## config.mk

```make
export PLATFORM = sky130hd
export DESIGN_NAME = sha3_scan_dispatcher
export DESIGN_NICKNAME = d
export VERILOG_FILES = /design/src/rtl/sha3_scan_dispatcher.sv
export SDC_FILE = /design/constraint.sdc
export NUM_CORES = 2
export LEC_CHECK = 0
export ABC_AREA = 0
export CAP_MARGIN = 20
export CORE_AREA = 2 2 635 637
export DETAILED_ROUTE_END_ITERATION = 16
export DIE_AREA = 0 0 637 639
export MAX_ROUTING_LAYER = met4
export SYNTH_ARGS = -nofsm -noshare
export SYNTH_HDL_FRONTEND = slang
export SYNTH_SLANG_ARGS = --single-unit
```

## constraint.sdc

```tcl
create_clock -name clk -period 6.9 [get_ports clk]
set_clock_uncertainty 0.05 [all_clocks]
set_input_delay 1.725 -clock clk [delete_from_list [all_inputs] [get_ports clk]]
set_output_delay 1.725 -clock clk [all_outputs]
set_load 0.01 [all_outputs]
```

## src/rtl/sha3_scan_dispatcher.sv

```systemverilog
// Splits one nonce-range job into scanner-sized chunks and reports a single result record.
// Latency: first strobe 1 cycle after accept (if scanner idle); record 1 cycle after the final CHECK.
// Backpressure: job_ready only in IDLE; res_valid holds with stable fields until res_ready.
module sha3_scan_dispatcher #(
  parameter int PROPER = 1,
  localparam int INPUT_ELEMENTS = (PROPER != 0) ? 20 : 24,
  parameter int NONCE_WORD = INPUT_ELEMENTS - 1
) (
  input  logic                         clk,
  input  logic                         rst,
  input  logic                         job_valid,
  output logic                         job_ready,
  input  logic [INPUT_ELEMENTS*32-1:0] job_blobby,
  input  logic [63:0]                  job_threshold,
  input  logic [31:0]                  job_nonce_first,
  input  logic [31:0]                  job_nonce_last,
  input  logic                         job_abort,
  output logic                         scan_start,
  output logic [INPUT_ELEMENTS*32-1:0] scan_blobby,
  output logic [63:0]                  scan_threshold,
  input  logic                         scan_idle,
  input  logic                         scan_found,
  input  logic [31:0]                  scan_nonce,
  input  logic [31:0]                  scan_count,
  output logic                         res_valid,
  input  logic                         res_ready,
  output logic                         res_found,
  output logic [31:0]                  res_nonce,
  output logic [31:0]                  res_chunks
);

  typedef enum logic [2:0] {
    S_IDLE,
    S_LAUNCH,
    S_WAIT_BUSY,
    S_WAIT_IDLE,
    S_CHECK,
    S_REPORT
  } state_t;

  state_t state, state_nxt;

  logic [INPUT_ELEMENTS*32-1:0] blobby_q;
  logic [63:0]                  thr_q;
  logic [31:0]                  base;
  logic [31:0]                  last_q;

  logic [31:0] step;
  logic [32:0] chunk_end;
  logic        range_done;
  logic        job_empty;

  // Chunk arithmetic: 33-bit end so a range ending at 32'hFFFF_FFFF never wraps to 0.
  always_comb begin
    step       = (scan_count == 32'd0) ? 32'd1 : scan_count;
    chunk_end  = {1'b0, base} + {1'b0, step} - 33'd1;
    range_done = (chunk_end >= {1'b0, last_q});
    job_empty  = (job_nonce_last < job_nonce_first);
  end

  // State register.
  always_ff @(posedge clk or negedge rst) begin
    if (!rst) begin
      state <= S_IDLE;
    end else begin
      state <= state_nxt;
    end
  end

  // Next-state logic and handshake outputs.
  always_comb begin
    state_nxt  = state;
    job_ready  = 1'b0;
    res_valid  = 1'b0;
    scan_start = 1'b0;
    case (state)
      S_IDLE: begin
        job_ready = 1'b1;
        if (job_valid) begin
          state_nxt = job_empty ? S_REPORT : S_LAUNCH;
        end
      end
      S_LAUNCH: begin
        // Strobe is gated by scan_idle so it can never hit a busy scanner.
        if (scan_idle) begin
          scan_start = 1'b1;
          state_nxt  = S_WAIT_BUSY;
        end
      end
      S_WAIT_BUSY: begin
        if (!scan_idle) begin
          state_nxt = S_WAIT_IDLE;
        end
      end
      S_WAIT_IDLE: begin
        if (scan_idle) begin
          state_nxt = S_CHECK;
        end
      end
      S_CHECK: begin
        if (scan_found || range_done || job_abort) begin
          state_nxt = S_REPORT;
        end else begin
          state_nxt = S_LAUNCH;
        end
      end
      S_REPORT: begin
        res_valid = 1'b1;
        if (res_ready) begin
          state_nxt = S_IDLE;
        end
      end
      default: begin
        state_nxt = S_IDLE;
      end
    endcase
  end

  // Job latch, chunk base advance and result record fields.
  always_ff @(posedge clk or negedge rst) begin
    if (!rst) begin
      blobby_q   <= '0;
      thr_q      <= '0;
      base       <= '0;
      last_q     <= '0;
      res_found  <= 1'b0;
      res_nonce  <= '0;
      res_chunks <= '0;
    end else begin
      case (state)
        S_IDLE: begin
          if (job_valid) begin
            blobby_q   <= job_blobby;
            thr_q      <= job_threshold;
            base       <= job_nonce_first;
            last_q     <= job_nonce_last;
            res_found  <= 1'b0;
            res_nonce  <= '0;
            res_chunks <= '0;
          end
        end
        S_LAUNCH: begin
          if (scan_idle && (res_chunks != 32'hFFFF_FFFF)) begin
            res_chunks <= res_chunks + 32'd1;
          end
        end
        S_CHECK: begin
          if (scan_found) begin
            res_found <= 1'b1;
            res_nonce <= scan_nonce;
          end else if (!range_done && !job_abort) begin
            // range_done=0 implies base+step <= last, so this cannot overflow.
            base <= base + step;
          end
        end
        default: begin
        end
      endcase
    end
  end

  // Scanner payload: latched header with the nonce word replaced by the current chunk base.
  always_comb begin
    scan_blobby                       = blobby_q;
    scan_blobby[NONCE_WORD*32 +: 32]  = base;
    scan_threshold                    = thr_q;
  end

endmodule

```

==> run_results.csv <==
group,metric,value,unit
status,outcome,"completed",
clock_network,h-tree-depth,4,
setup_path,critPathCaptureType,"register",
setup_path,worstSetupStartpointType,"primary input",
clock_network,ctsHoldBuffers,0,
finish,multi_input_area,14400,um2
setup_path,critPathBufInv,7,
setup_path,cp_slowest_cell,"fa_2",
clock_network,cts.path.max_buffers,4,
sta,hold_ws,0.419,ns
min_path,holdPathStages,2,
yosys,syn_area,36000,um2
setup_path,crit_family,"compound AO/OA/AOI/OAI gates",
finish,fillCellCount,45239,
min_path,hp-start,"blobby_q[95]$_DFFE_PN0P_",
floorplanning,num_rows,233,
pwr,ir_worst_vdd,0.210,mV
finish,fin_nets,6837,
route,via_count,36267,
setup_path,cp.arrival,7.19,ns
setup_path,slowest_delay,0.38,ns
clock_network,cts_tree,"done",
yosys,async_reset_ff_frac,1.00,
yosys,avgSynthCellArea,8.67,um2
placement,placed_area,59200,um2
grt,grt_pass1_wl,461,mm
clock_network,cts_root_buffer,"clkbuf_16",
sta,grt_setup_unrepaired,"no",
pwr,power.density,536,nW/um2
yosys,synth_edf_count,0,
route,drt-initial-drc-count,2410,
sta,worst_pin_slew,1.02,ns
pwr,power_leakage,29.2,nW
setup_path,worstSetupPathType,"in -> reg",
route,viasPerCell,3.21,
finish,design_area,64200,um2
grt,grt.total_usage,0.185,
route,drc,0,
setup_path,reg2regPathDepth,27,
finish,fin_util,0.160,
setup_path,reg2reg_slack,1.30,ns
floorplanning,die_area,407000,um2
grt,grt_max_degree,130,
placement,dp.final_hpwl,331,mm
yosys,synth-seq-cells,804,
floorplanning,die_y,639,um
sta,relSlewSlack,0.318,
setup_path,r2r-end,"base[20]$_DFFE_PN0P_",
floorplanning,coreArea,401000,um2
setup_path,cp_max_fo,6,
finish,seqCellArea,20100,um2
route,ant_nets,0,
finish,layout-area-overhead-vs-synth,78.3,%
min_path,whs_endpoint,"blobby_q[95]$_DFFE_PN0P_",
floorplanning,initial_utilization,0.0898,
yosys,syn_nets,5150,
flow_run,drv_cap,0,
placement,place.gp.congestion,0.966,
yosys,synth_cell_type_count,74,
floorplanning,dieWidth,637,um
grt,grt_pass1_vias,36605,
route,drtPass1Iterations,5,
yosys,yosysWarnings,0,
sta,drv_slew,0,
sta,timing.final.crit_share,0.951,
setup_path,r2r-start,"base[1]$_DFFE_PN0P_",
clock_network,cts_buffers,134,
sta,min_period,6.56,ns
grt,grt_overflow_total,0,
clock_network,cts.sinks,804,
setup_path,cp.required,7.53,ns
placement,portBuffers,1578,
min_path,hold_path.class,"reg -> reg",
floorplanning,ios,1611,
sta,hold_viol,0,
setup_path,crit_top_cell,"buf_4",
finish,final_layout_size_suffix_gt1_frac,0.0752,
clock_network,clk_latency,0.81,ns
sta,finalSetupViolations,0,
yosys,syn_inst,4151,
yosys,yosysSeqAreaShare,0.559,
route,routed_wl,378,mm
grt,antenna_found_initial,218,
clock_network,clk_pin_slew,0.06,ns
sta,fmax,152,MHz
yosys,yosys_most_used_dff,"dfrtp_1",
route,drt-wirelength-per-cell,33.5,um
-- area by class of cell --
| type | instances | share of cell area |
|---|---|---|
| Antenna cell | 71 | 0.00277 |
| Clock buffer | 173 | 0.0578 |
| Clock inverter | 57 | 0.0141 |
| Inverter | 208 | 0.0122 |
| Multi-Input combinational cell | 2929 | 0.225 |
| Sequential cell | 804 | 0.313 |
| Tap cell | 5287 | 0.103 |
| Timing Repair Buffer | 1761 | 0.272 |
-- stage by stage --
stage / worst slack (ns) / TNS [ns] / std cells / power, mW
finish: 0.341 / 0 / 11290 / 34.4
global route: 0.116 / 0 / 11281 / 36.8
floorplan: 0.220 / 0 / 4151 / 14.6
detailed placement: -1.10 / -33.21 / 10986 / 27.4
CTS: 0.00444 / 0 / 11217 / 35.2
global placement: -1.23 / -38.10 / 10986 / 27.4
-- how the worst max path moves through the flow --
| stage | startpoint | slack [ns] | cells past startpoint | to |
|---|---|---|---|---|
| after global routing | scan_count[3] | 0.12 | 31 | base[21]$_DFFE_PN0P_ |
| final | scan_count[3] | 0.34 | 32 | base[20]$_DFFE_PN0P_ |
| after floorplan | scan_count[29] | 0.22 | 28 | base[20]$_DFFE_PN0P_ |
| after detailed placement | scan_count[3] | -1.10 | 31 | base[7]$_DFFE_PN0P_ |
| after CTS | scan_count[12] | 0.004 | 31 | base[25]$_DFFE_PN0P_ |
| after global placement | scan_count[3] | -1.23 | 32 | base[17]$_DFFE_PN0P_ |
-- synthesized netlist by cell type (all sizes together), types with 24 or more instances --
cell type     n  area, um2
a21o         25        188
a21oi        93        473
a22o         32        280
clkbuf      203        762
dfrtp       804      20100
ha          158       1980
inv         208        781
mux2i        24        240
nand2      2116       7950
nand3        32        160
nor2         86        323
o21ai        79        407
xnor2        57        499
xor2         26        228
-- logic make-up (layout without fill, tap and decap cells) --
family / count (synthesis) / count (layout) / synth area share
AND/OR/NAND/NOR: 2336 / 2336 / 0.253
XOR/XNOR: 83 / 83 / 0.0202
other: 0 / 71 / 0
AO/OA/AOI/OAI: 316 / 316 / 0.0582
buffers and inverters: 418 / 2199 / 0.0442
flip-flops: 804 / 804 / 0.559
multiplexers: 34 / 34 / 0.0100
adder cells (fa/ha/maj): 160 / 160 / 0.0560
-- sequential cells by signal, indices dropped and copies added, names as in the netlist --
register / count
res_found: 1
state: 3
last_q: 32
res_nonce: 32
blobby_q: 608
base: 32
res_chunks: 32
scan_threshold: 64
-- cell usage in the layout (no fill, tap or decap), types with 16 or more instances in the layout --
master and count:
a22o_1 32, dfrtp_1 804, nor2_1 85, bufinv_16 20
clkbuf_16 137, a21oi_1 90, xnor2_1 57, clkbuf_1 21
nand2_1 2114, ha_1 157, a21o_1 25, buf_12 16
mux2i_1 24, xor2_1 26, o21ai_0 74, nand3_1 30
clkdlybuf4s50_1 1545, diode_2 71, inv_1 207, dlymetal6s2s_1 31
buf_4 165
-- worst register-to-register path, delay by kind of cell (launching register included) --
kind,cells,cell delay (ns)
muxes,1,0.31
AOI/OAI and AO/OA,9,1.75
and+or+nand+nor,6,0.75
DFF,1,0.47
xor gates and xnor gates,1,0.09
buffers and inverters,6,0.86
adders and majority gates,4,1.22
-- timing repair --
item | in CTS | in global routing
buffers inserted | 0 | 2
endpoints found under the hold margin | 0 | 0
gates cloned | 1 | 0
pin swaps | 4 | 20
gates resized for setup | 10 | 50
setup endpoints to repair | 31 | 33
-- metal layers --
layer | part of all wire | track usage | wire length [um] | up-vias
li1 | - | - | - | 16500
met1 | 0.32 | 0.167 | 119000 | 17417
met2 | 0.50 | 0.321 | 188000 | 1721
met3 | 0.15 | 0.114 | 55100 | 629
met4 | 0.041 | 0.0594 | 15700 | 0
met5 | 0 | - | 0 | -
-- where the power goes --
part,internal [mW],switching (mW)
clock,4.56,2.88
combinational,7.01,11.6
sequential,6.88,1.46
Power figures use the tool's default switching activity.
